--- src/rtl/vga_pattern_sequencer_pkg.sv ---
// ----------------------------------------------------------------------------
// vga_seq_pkg
// Shared definitions for the VGA pattern sequencer:
//   - mode_e       : 2-bit pattern mode encoding (SOLID, BARS, CHECKER, CYCLE)
//   - BLACK        : colour driven outside the visible region
//   - nextMode()   : mode advance order, wrapping CYCLE back to SOLID
//   - barColour()  : maps a 3-bit colour-bar index to a 12-bit RGB value
// No ports; imported by the sequencer top.
// ----------------------------------------------------------------------------
package vga_seq_pkg;

  typedef enum logic [1:0] {
    MODE_SOLID   = 2'd0,
    MODE_BARS    = 2'd1,
    MODE_CHECKER = 2'd2,
    MODE_CYCLE   = 2'd3
  } mode_e;

  localparam logic [11:0] BLACK = 12'h000;

  // Modes are visited in encoding order; the last one wraps to the first.
  function automatic mode_e nextMode(input mode_e current);
    case (current)
      MODE_SOLID:   return MODE_BARS;
      MODE_BARS:    return MODE_CHECKER;
      MODE_CHECKER: return MODE_CYCLE;
      default:      return MODE_SOLID;
    endcase
  endfunction

  // Each bar index bit switches one colour channel fully on or off, giving
  // the classic eight-bar sequence black, blue, green, cyan, red, ... white.
  function automatic logic [11:0] barColour(input logic [2:0] barIndex);
    return {{4{barIndex[2]}}, {4{barIndex[1]}}, {4{barIndex[0]}}};
  endfunction

endpackage

--- src/rtl/vga_pattern_sequencer_btn_sync_edge.sv ---
// ----------------------------------------------------------------------------
// btn_sync_edge
// Brings an asynchronous push-button into the clock domain with a two-flop
// synchroniser and produces a single-cycle pulse on each rising edge.
// Reusable for any board button.
// Ports:
//   clk      - system clock
//   reset    - asynchronous, active-high reset
//   btn_i    - raw asynchronous button level
//   pulse_o  - one-cycle pulse per synchronised rising edge
// ----------------------------------------------------------------------------
module btn_sync_edge (
  input  logic clk,
  input  logic reset,
  input  logic btn_i,
  output logic pulse_o
);

  logic syncMeta_q;
  logic syncOut_q;
  logic syncPrev_q;

  // Two synchroniser stages followed by one history flop for edge detection.
  always_ff @(posedge clk or posedge reset) begin
    if (reset) begin
      syncMeta_q <= 1'b0;
      syncOut_q  <= 1'b0;
      syncPrev_q <= 1'b0;
    end else begin
      syncMeta_q <= btn_i;
      syncOut_q  <= syncMeta_q;
      syncPrev_q <= syncOut_q;
    end
  end

  // Only the synchronised level is compared, never the metastable stage.
  assign pulse_o = syncOut_q & ~syncPrev_q;

endmodule

--- src/rtl/vga_pattern_sequencer.sv ---
// ----------------------------------------------------------------------------
// vga_pattern_sequencer
// Frame-synchronous test-pattern generator placed between vga_sync and the
// board RGB pins. Mode changes and switch-colour captures happen only at frame
// boundaries, so a frame never shows a mix of two patterns. The pixel colour
// is registered and the syncs are delayed by one cycle to stay aligned.
// Ports:
//   clk, reset        - system clock, asynchronous active-high reset
//   sw[11:0]          - user colour {R,G,B}, captured at frame boundaries
//   btn_next          - asynchronous button, each press requests next mode
//   hsync_in,vsync_in - retrace pulses from vga_sync (active high)
//   video_on          - visible-region flag
//   pixel_x, pixel_y  - current pixel coordinates
//   hsync, vsync      - syncs delayed one cycle
//   rgb[11:0]         - registered pixel colour
//   mode[1:0]         - current pattern mode
//   frame_tick        - one-cycle pulse at each frame boundary
// ----------------------------------------------------------------------------
module vga_pattern_sequencer
  import vga_seq_pkg::*;
#(
  parameter int FRAMES_PER_STEP = 30,
  parameter int CHECK_BIT       = 5
) (
  input  logic        clk,
  input  logic        reset,
  input  logic [11:0] sw,
  input  logic        btn_next,
  input  logic        hsync_in,
  input  logic        vsync_in,
  input  logic        video_on,
  input  logic [9:0]  pixel_x,
  input  logic [9:0]  pixel_y,
  output logic        hsync,
  output logic        vsync,
  output logic [11:0] rgb,
  output logic [1:0]  mode,
  output logic        frame_tick
);

  localparam logic [7:0] STEP_LAST = 8'(FRAMES_PER_STEP - 1);

  mode_e       mode_q, mode_d;
  logic [11:0] colourReg_q, colourReg_d;
  logic [11:0] cycleColour_q, cycleColour_d;
  logic [7:0]  frameCnt_q, frameCnt_d;
  logic        pending_q, pending_d;

  logic        hsync_q;
  logic        vsync_q;
  logic        frameTick_q;
  logic [11:0] rgb_q;

  logic        btnPulse;
  logic        advance;
  logic [11:0] pattern;
  logic        unusedPixelBits;

  btn_sync_edge u_btnNext (
    .clk     (clk),
    .reset   (reset),
    .btn_i   (btn_next),
    .pulse_o (btnPulse)
  );

  // Frame state register: everything that may only change on a frame tick.
  always_ff @(posedge clk or posedge reset) begin
    if (reset) begin
      mode_q        <= MODE_SOLID;
      colourReg_q   <= BLACK;
      cycleColour_q <= BLACK;
      frameCnt_q    <= 8'd0;
      pending_q     <= 1'b0;
    end else begin
      mode_q        <= mode_d;
      colourReg_q   <= colourReg_d;
      cycleColour_q <= cycleColour_d;
      frameCnt_q    <= frameCnt_d;
      pending_q     <= pending_d;
    end
  end

  // A press coinciding with the boundary is consumed there, so the pending
  // flag is only set by presses arriving between boundaries. Any number of
  // presses in one frame collapse into a single advance.
  assign advance = frameTick_q & (pending_q | btnPulse);

  // Next-state logic for mode, captured colour and the CYCLE colour stepper.
  always_comb begin
    mode_d        = mode_q;
    colourReg_d   = colourReg_q;
    cycleColour_d = cycleColour_q;
    frameCnt_d    = frameCnt_q;
    pending_d     = pending_q;

    if (frameTick_q) begin
      colourReg_d = sw;

      if (mode_q == MODE_CYCLE) begin
        if (frameCnt_q == STEP_LAST) begin
          frameCnt_d    = 8'd0;
          cycleColour_d = cycleColour_q + 12'd1;
        end else begin
          frameCnt_d = frameCnt_q + 8'd1;
        end
      end

      if (advance) begin
        mode_d    = nextMode(mode_q);
        pending_d = 1'b0;
        // Entering CYCLE restarts the stepper from the current switches.
        if (mode_q == MODE_CHECKER) begin
          frameCnt_d    = 8'd0;
          cycleColour_d = sw;
        end
      end
    end else if (btnPulse) begin
      pending_d = 1'b1;
    end
  end

  // Pattern mux, evaluated from this cycle's pixel coordinates.
  always_comb begin
    pattern = BLACK;
    case (mode_q)
      MODE_SOLID:   pattern = colourReg_q;
      MODE_BARS:    pattern = barColour(pixel_x[8:6]);
      MODE_CHECKER: pattern = (pixel_x[CHECK_BIT] ^ pixel_y[CHECK_BIT])
                              ? ~colourReg_q : colourReg_q;
      MODE_CYCLE:   pattern = cycleColour_q;
      default:      pattern = BLACK;
    endcase
  end

  // Output stage and frame-boundary detector. The delayed vsync doubles as
  // the history bit for the rising-edge detector, so frame_tick lands one
  // cycle after vsync_in rises.
  always_ff @(posedge clk or posedge reset) begin
    if (reset) begin
      rgb_q       <= BLACK;
      hsync_q     <= 1'b0;
      vsync_q     <= 1'b0;
      frameTick_q <= 1'b0;
    end else begin
      rgb_q       <= video_on ? pattern : BLACK;
      hsync_q     <= hsync_in;
      vsync_q     <= vsync_in;
      frameTick_q <= vsync_in & ~vsync_q;
    end
  end

  // Only a few coordinate bits steer the patterns.
  assign unusedPixelBits = ^{pixel_x, pixel_y};

  assign hsync      = hsync_q;
  assign vsync      = vsync_q;
  assign rgb        = rgb_q;
  assign mode       = mode_q;
  assign frame_tick = frameTick_q;

endmodule

--- config.mk ---
export PLATFORM = sky130hd
export DESIGN_NAME = vga_pattern_sequencer
export DESIGN_NICKNAME = d
export VERILOG_FILES = /design/src/rtl/vga_pattern_sequencer_pkg.sv /design/src/rtl/vga_pattern_sequencer_btn_sync_edge.sv /design/src/rtl/vga_pattern_sequencer.sv
export SDC_FILE = /design/constraint.sdc
export NUM_CORES = 1
export LEC_CHECK = 0
export ABC_AREA = 0
export BUFFER_PORTS_ARGS = -buffer_cell sky130_fd_sc_hd__buf_2
export CORE_UTILIZATION = 59
export CTS_CLUSTER_SIZE = 14
export DETAILED_ROUTE_END_ITERATION = 6
export GPL_TIMING_DRIVEN = 0
export PLACE_DENSITY = 0.85
export SLEW_MARGIN = 30
export SYNTH_ARGS = -nofsm -noshare
export SYNTH_HDL_FRONTEND = slang
export SYNTH_HIERARCHICAL = 1
export SYNTH_SLANG_ARGS = --single-unit
--- constraint.sdc ---
create_clock -name clk -period 5.6 [get_ports clk]
set_input_delay 0.56 -clock clk [delete_from_list [all_inputs] [get_ports clk]]
set_output_delay 0.56 -clock clk [all_outputs]
set_load 0.01 [all_outputs]
==> results.py, run 1 <==
metrics = {
    "clock_tree": {
        "htree_num_levels": 2,
        "clockBufferDepth": 2,
        "cts_resized": 0,
        "cts_num_sinks": 53,
        "clkTransAtPathRegs_ns": 0.09,
        "numCtsBuffers": 5,
        "cts_tree": "built",
        "post_cts_buffers": 0,
        "cts_hold_buf": 0,
        "worstSkewPairLatency_ns": 0.32,
        "clockRootBuffer": "clkbuf_8",
    },
    "timing": {
        "setup_viol": 0,
        "rsz0062_at_grt": "no",
        "final.min_clock_period_ns": 2.06,
        "skew_ns": 0.0165,
        "finalHoldViolCount": 0,
        "slew_viol_final": 0,
        "min_period_over_period": 0.368,
        "max_freq_mhz": 485,
        "worstMarginPinSlew_ns": 0.597,
        "tns_ns": 0,
        "relSlewSlack": 0.598,
    },
    "global_route": {
        "antenna_found_initial": 0,
        "grt_pass1_wl_mm": 9.68,
        "first_global_vias": 2059,
        "grtUsageTotal": 0.251,
        "grt_start_max_net_pins": 51,
        "overflow": 0,
    },
    "detailed_routing": {
        "wl_per_cell_um": 14.9,
        "drt-total-wl_mm": 5.67,
        "drt_iter0_drc": 175,
        "routed-via-count": 2229,
        "via_per_inst": 5.88,
        "ant_nets": 0,
        "drcViolationCount": 0,
        "drtPass1Iterations": 4,
    },
    "synth": {
        "synth-seq-cells": 53,
        "synth-simple-area-share": 0.188,
        "yosysUniqueCellTypes": 44,
        "yosys.area_share.adder": 0.0323,
        "yosysSeqAreaShare": 0.488,
        "synth_area_um2": 2720,
        "synth_compound_area_frac": 0.159,
        "ys_warn_count": 6,
        "synth_mux_area_frac": 0.0576,
        "post_synth.cell_area_avg_um2": 9.70,
        "synthCells": 280,
        "synth_top_family_by_area": "simple AND/OR/NAND/NOR gates",
        "synth_nets": 325,
        "synth_xor_area_frac": 0.0323,
    },
    "floorplan": {
        "ios": 55,
        "row_count": 24,
        "core_area_um2": 4380,
        "die_h_um": 69.8,
        "die-area_um2": 4880,
        "die_x_um": 69.8,
        "start_util": 0.619,
    },
    "cells_and_area": {
        "fin_nets": 371,
        "mostFrequentLayoutCell": "dfrtp_1",
        "layout-drive-gt1-share": 0.223,
        "final_util": 0.699,
        "area_growth_pct": 12.9,
        "diodes": 0,
        "mostFrequentLayoutCells": "dfrtp_1, nand2_1, buf_2",
    },
    "run_status": {
        "status": "completed",
    },
    "worst_setup_path": {
        "end_kind": "flop",
        "crit_slowest_cell": "nor4_1",
        "path_class": "flop to flop",
        "critPathMaxFanout": 6,
        "crit_path_max_incr_delay_ns": 0.56,
        "crit_buf_inv": 1,
        "cp_cell_sequence": "inv_1, ha_1, nor3b_4, nand2_4, nor4_1, a311oi_1, nor3_1",
        "cp.required_ns": 5.82,
        "arrival_ns": 2.28,
        "crit_family": "simple AND/OR/NAND/NOR gates",
        "critPathLaunchType": "flop",
    },
    "placement": {
        "hpwl_mm": 4.05,
        "io_buffers": 39,
        "place_congestion": 0.927,
    },
    "pwr": {
        "ir_drop_v": 0.000206,
        "power_density_nw_per_um2": 431,
        "power_leakage_uw": 0.00137,
    },
    "flow_run": {
        "drv_cap": 0,
    },
    "worst_hold_path": {
        "min_path_type": "primary input to asynchronous set/reset pin",
    },
}
final cells by class:
type,instances,area [µm²]
timing repair buffer,39,195
clock inverter,2,15.0
fill,349,1320
buffer,14,88.8
clock buffer,6,72.6
inverter,7,28.8
multi-input combinational,206,1270
sequential,53,1330
tap,52,65.1
cell families after synthesis:
kind of cell | count (synthesis)
simple gates | 110
compound gates | 65
flops | 53
buf+inv | 21
mux | 14
xor+xnor | 10
fa+ha+maj | 7
per-layer routing:
layer / wire length, µm / track usage / vias up
met5: 0 / 0 / -
met3: 392 / 0.0523 / 6
met4: 72 / 0.0778 / 0
met1: 2590 / 0.347 / 1044
met2: 2610 / 0.401 / 96
li1: - / - / 1083
flip-flops by register name (all words and copies together), names as in the netlist, 2 cells and up:
signal         flops
colourReg_q       12
rgb               12
mode               2
cycleColour_q     12
frameCnt_q         8
cell usage after synthesis (all sizes together):
master | n | area share
and4b | 1 | 0.0051
clkbuf | 10 | 0.018
and3 | 3 | 0.0074
a2bb2oi | 2 | 0.0065
o21ai | 8 | 0.016
xnor2 | 7 | 0.023
a211oi | 6 | 0.017
o32ai | 1 | 0.0032
dfrtp | 53 | 0.49
o21bai | 1 | 0.0028
nand3 | 4 | 0.0074
nand4 | 3 | 0.0069
o31ai | 1 | 0.0028
a21oi | 20 | 0.038
and4 | 3 | 0.0097
mux2 | 13 | 0.054
nand2 | 53 | 0.076
clkdlybuf4s50 | 1 | 0.0041
a41oi | 1 | 0.0032
o21a | 1 | 0.0028
nor3b | 1 | 0.0069
buf | 3 | 0.011
a31oi | 8 | 0.018
nor2b | 2 | 0.0074
nor2 | 32 | 0.044
a311oi | 10 | 0.032
o22ai | 4 | 0.0092
or4 | 1 | 0.0041
a41o | 1 | 0.0037
nor3 | 6 | 0.011
xor2 | 3 | 0.0097
ha | 7 | 0.032
nor4 | 1 | 0.0023
a21o | 1 | 0.0028
inv | 7 | 0.0097
mux2i | 1 | 0.0037
metrics by stage:
step                      cells  cell area (µm²)  hold WS [ns]  total power [µW]  setup slack [ns]
after floorplan             280             2720         0.314               951              3.83
after global placement      371             2980         0.340              1090              3.22
after detailed placement    371             2980         0.341              1100              3.59
after CTS                   379             3070         0.134              1320              3.57
after global routing        379             3070         0.140              1420              3.36
final                       379             3070         0.139              1320              3.54
where the power goes:
group	internal [µW]	leakage (µW)	total [µW]	switching [µW]
clock network	88.2	0.0000374	212	124
registers	489	0.000652	569	80.1
logic	221	0.000682	540	319
worst paths after layout:
kind	start	end	slack [ns]	cells past startpoint
min in group clk	hsync_in	hsync	0.34	1
max reg2reg	frameCnt_q[1]	cycleColour_q[8]	3.54	7
min	reset	u_btnNext/syncPrev_q	0.14	2
max in group asynchronous	reset	cycleColour_q[4]	4.87	2
max	frameCnt_q[1]	cycleColour_q[8]	3.54	7
min reg2reg	u_btnNext/syncMeta_q	u_btnNext/syncOut_q	0.36	0
(Power assumes the default switching activity.)
==> run 2: changes to the inputs <==
Settings changed: CORE_UTILIZATION 59 to 49, PLACE_DENSITY 0.85 to 0.75.
Clock period 5.6 ns to 1.7 ns, I/O delays scaled along.
==> run 2 against run 1 <==
Net effect:
- the run now ends with negative setup slack left
- clock skew is 0.0054 ns lower
- total power grew to 3.9 times the previous value
- clock power grew to 4.8 times the previous value
- highest routed layer unchanged
==> results.py, run 2 (same netlist as run 1, synthesis figures left out) <==
metrics = {
    "worst_hold_path": {
        "hold_start": "sw[9]",
        "min_path_type": "primary input to flop",
        "min_to": "cycleColour_q[9]",
        "whs_path_depth": 3,
    },
    "clock_tree": {
        "numCtsBuffers": 5,
        "cts_num_sinks": 53,
        "clkTransAtPathRegs_ns": 0.10,
        "worstSkewPairLatency_ns": 0.32,
        "clockRootBuffer": "clkbuf_8",
        "htree_num_levels": 2,
        "cts_tree": "built",
        "clockBufferDepth": 2,
    },
    "worst_setup_path": {
        "critPathLaunchType": "flop",
        "r2r_slack_ns": -0.1,
        "critPathMaxFanout": 7,
        "rr_worst_depth": 6,
        "path_class": "flop to flop",
        "reg2reg_from": "mode[0]",
        "end_kind": "flop",
        "arrival_ns": 2.04,
        "cp.required_ns": 1.95,
        "critPathLaunch": "mode[0]",
        "reg2reg_to": "cycleColour_q[6]",
    },
    "timing": {
        "worstMarginPinSlew_ns": 0.616,
        "finalHoldViolCount": 0,
        "setup_viol": 6,
        "tns_ns": -0.325,
        "setup_slack_ns": -0.0951,
        "max_freq_mhz": 557,
        "skew_ns": 0.0111,
        "final.min_clock_period_ns": 1.80,
        "rsz0062_at_grt": "yes",
        "slew_viol_final": 0,
        "relSlewSlack": 0.590,
        "min_period_over_period": 1.06,
    },
    "placement": {
        "hpwl_mm": 4.27,
        "place_congestion": 0.861,
        "preCtsSetupSlack_ns": -0.340,
        "io_buffers": 39,
        "dp_cells": 389,
    },
    "run_status": {
        "status": "complete, but fails checks",
        "violations": "negative setup slack",
    },
    "global_route": {
        "overflow": 0,
        "antenna_found_initial": 0,
        "first_global_vias": 2201,
        "grt_pass1_wl_mm": 10.5,
        "grt_start_max_net_pins": 51,
        "grtUsageTotal": 0.225,
    },
    "pwr": {
        "total_power_uw": 5110,
        "power_density_nw_per_um2": 1480,
        "ir_drop_v": 0.000692,
        "power_leakage_uw": 0.00152,
    },
    "cells_and_area": {
        "diodes": 0,
        "mostFrequentLayoutCells": "dfrtp_1, nand2_1, buf_2",
        "mostFrequentLayoutCell": "dfrtp_1",
        "area_growth_pct": 27.2,
        "final_cells": 412,
        "fin_nets": 386,
        "fillers": 414,
        "layout-drive-gt1-share": 0.342,
    },
    "floorplan": {
        "ios": 55,
        "die-area_um2": 5840,
        "die_h_um": 76.4,
        "row_count": 26,
        "start_util": 0.518,
        "core_area_um2": 5240,
        "die_x_um": 76.4,
    },
    "detailed_routing": {
        "drtPass1Iterations": 4,
        "drt_iter0_drc": 144,
        "routed-via-count": 2377,
        "drt-total-wl_mm": 6.59,
        "ant_nets": 0,
        "dr_wl_met3_um": 466,
        "wl_met1_mm": 2.78,
        "wl_met2_mm": 3.26,
        "routed.top_layer": "met4",
        "drcViolationCount": 0,
        "via_per_inst": 5.77,
        "wl_per_cell_um": 16.0,
    },
    "flow_run": {
        "drv_cap": 0,
    },
}
-- run 2: critical path: stages, from the launching register on --
cell,delay [ns]
dfrtp_1,0.43
ha_2,0.20
buf_6,0.14
nand2_4,0.08
or4_4,0.58
a21oi_2,0.16
a2bb2oi_2,0.14
-- run 2: where the power goes --
| part | switching, µW | internal, µW |
|---|---|---|
| clock network | 428 | 585 |
| registers | 286 | 1610 |
| logic | 1240 | 971 |
| total | 1950 | 3170 |
-- run 2: layout make-up --
class                   instances  area [µm²]  share of cell area
well taps                      70        87.6              0.0254
clock buffers                   5        68.8              0.0199
repair buffers                 55         329              0.0953
inverters                       7        28.8             0.00833
plain buffers                  13        98.8              0.0286
flip-flops and latches         53        1330               0.384
multi-input cells             206        1450               0.420
clock inverters                 3        65.1              0.0188
-- run 2: worst max-delay path by stage --
stage,to,slack (ns),cells past startpoint
after global placement,rgb[9],-0.31,2
after detailed placement,cycleColour_q[0],-0.34,6
final,cycleColour_q[6],-0.1,6
after global routing,cycleColour_q[6],-0.17,7
after CTS,cycleColour_q[6],-0.07,7
after floorplan,cycleColour_q[6],0.005,6
-- run 2: routing by layer --
| layer | GRT usage | up-vias |
|---|---|---|
| li1 | - | 1120 |
| met1 | 0.296 | 1140 |
| met2 | 0.368 | 104 |
| met3 | 0.0503 | 13 |
| met4 | 0.0731 | 0 |
| met5 | 0 | - |
-- run 2: what timing repair did --
action,CTS,global route
setup buffers,8,4
hold buffers,4,0
endpoints found under the hold margin,56,0
resized for setup,16,35
setup endpoints to repair,32,31
pin swaps,3,10
-- run 2: stage by stage --
stage	area, µm²	hold WS, ns	utilization
detailed placement	3010	0.0705	0.575
global placement	3010	0.0407	0.574
CTS	3300	0.0734	0.630
finish	3450	0.0770	0.660
floorplan	2730	-0.0764	-
global route	3450	0.0947	0.660
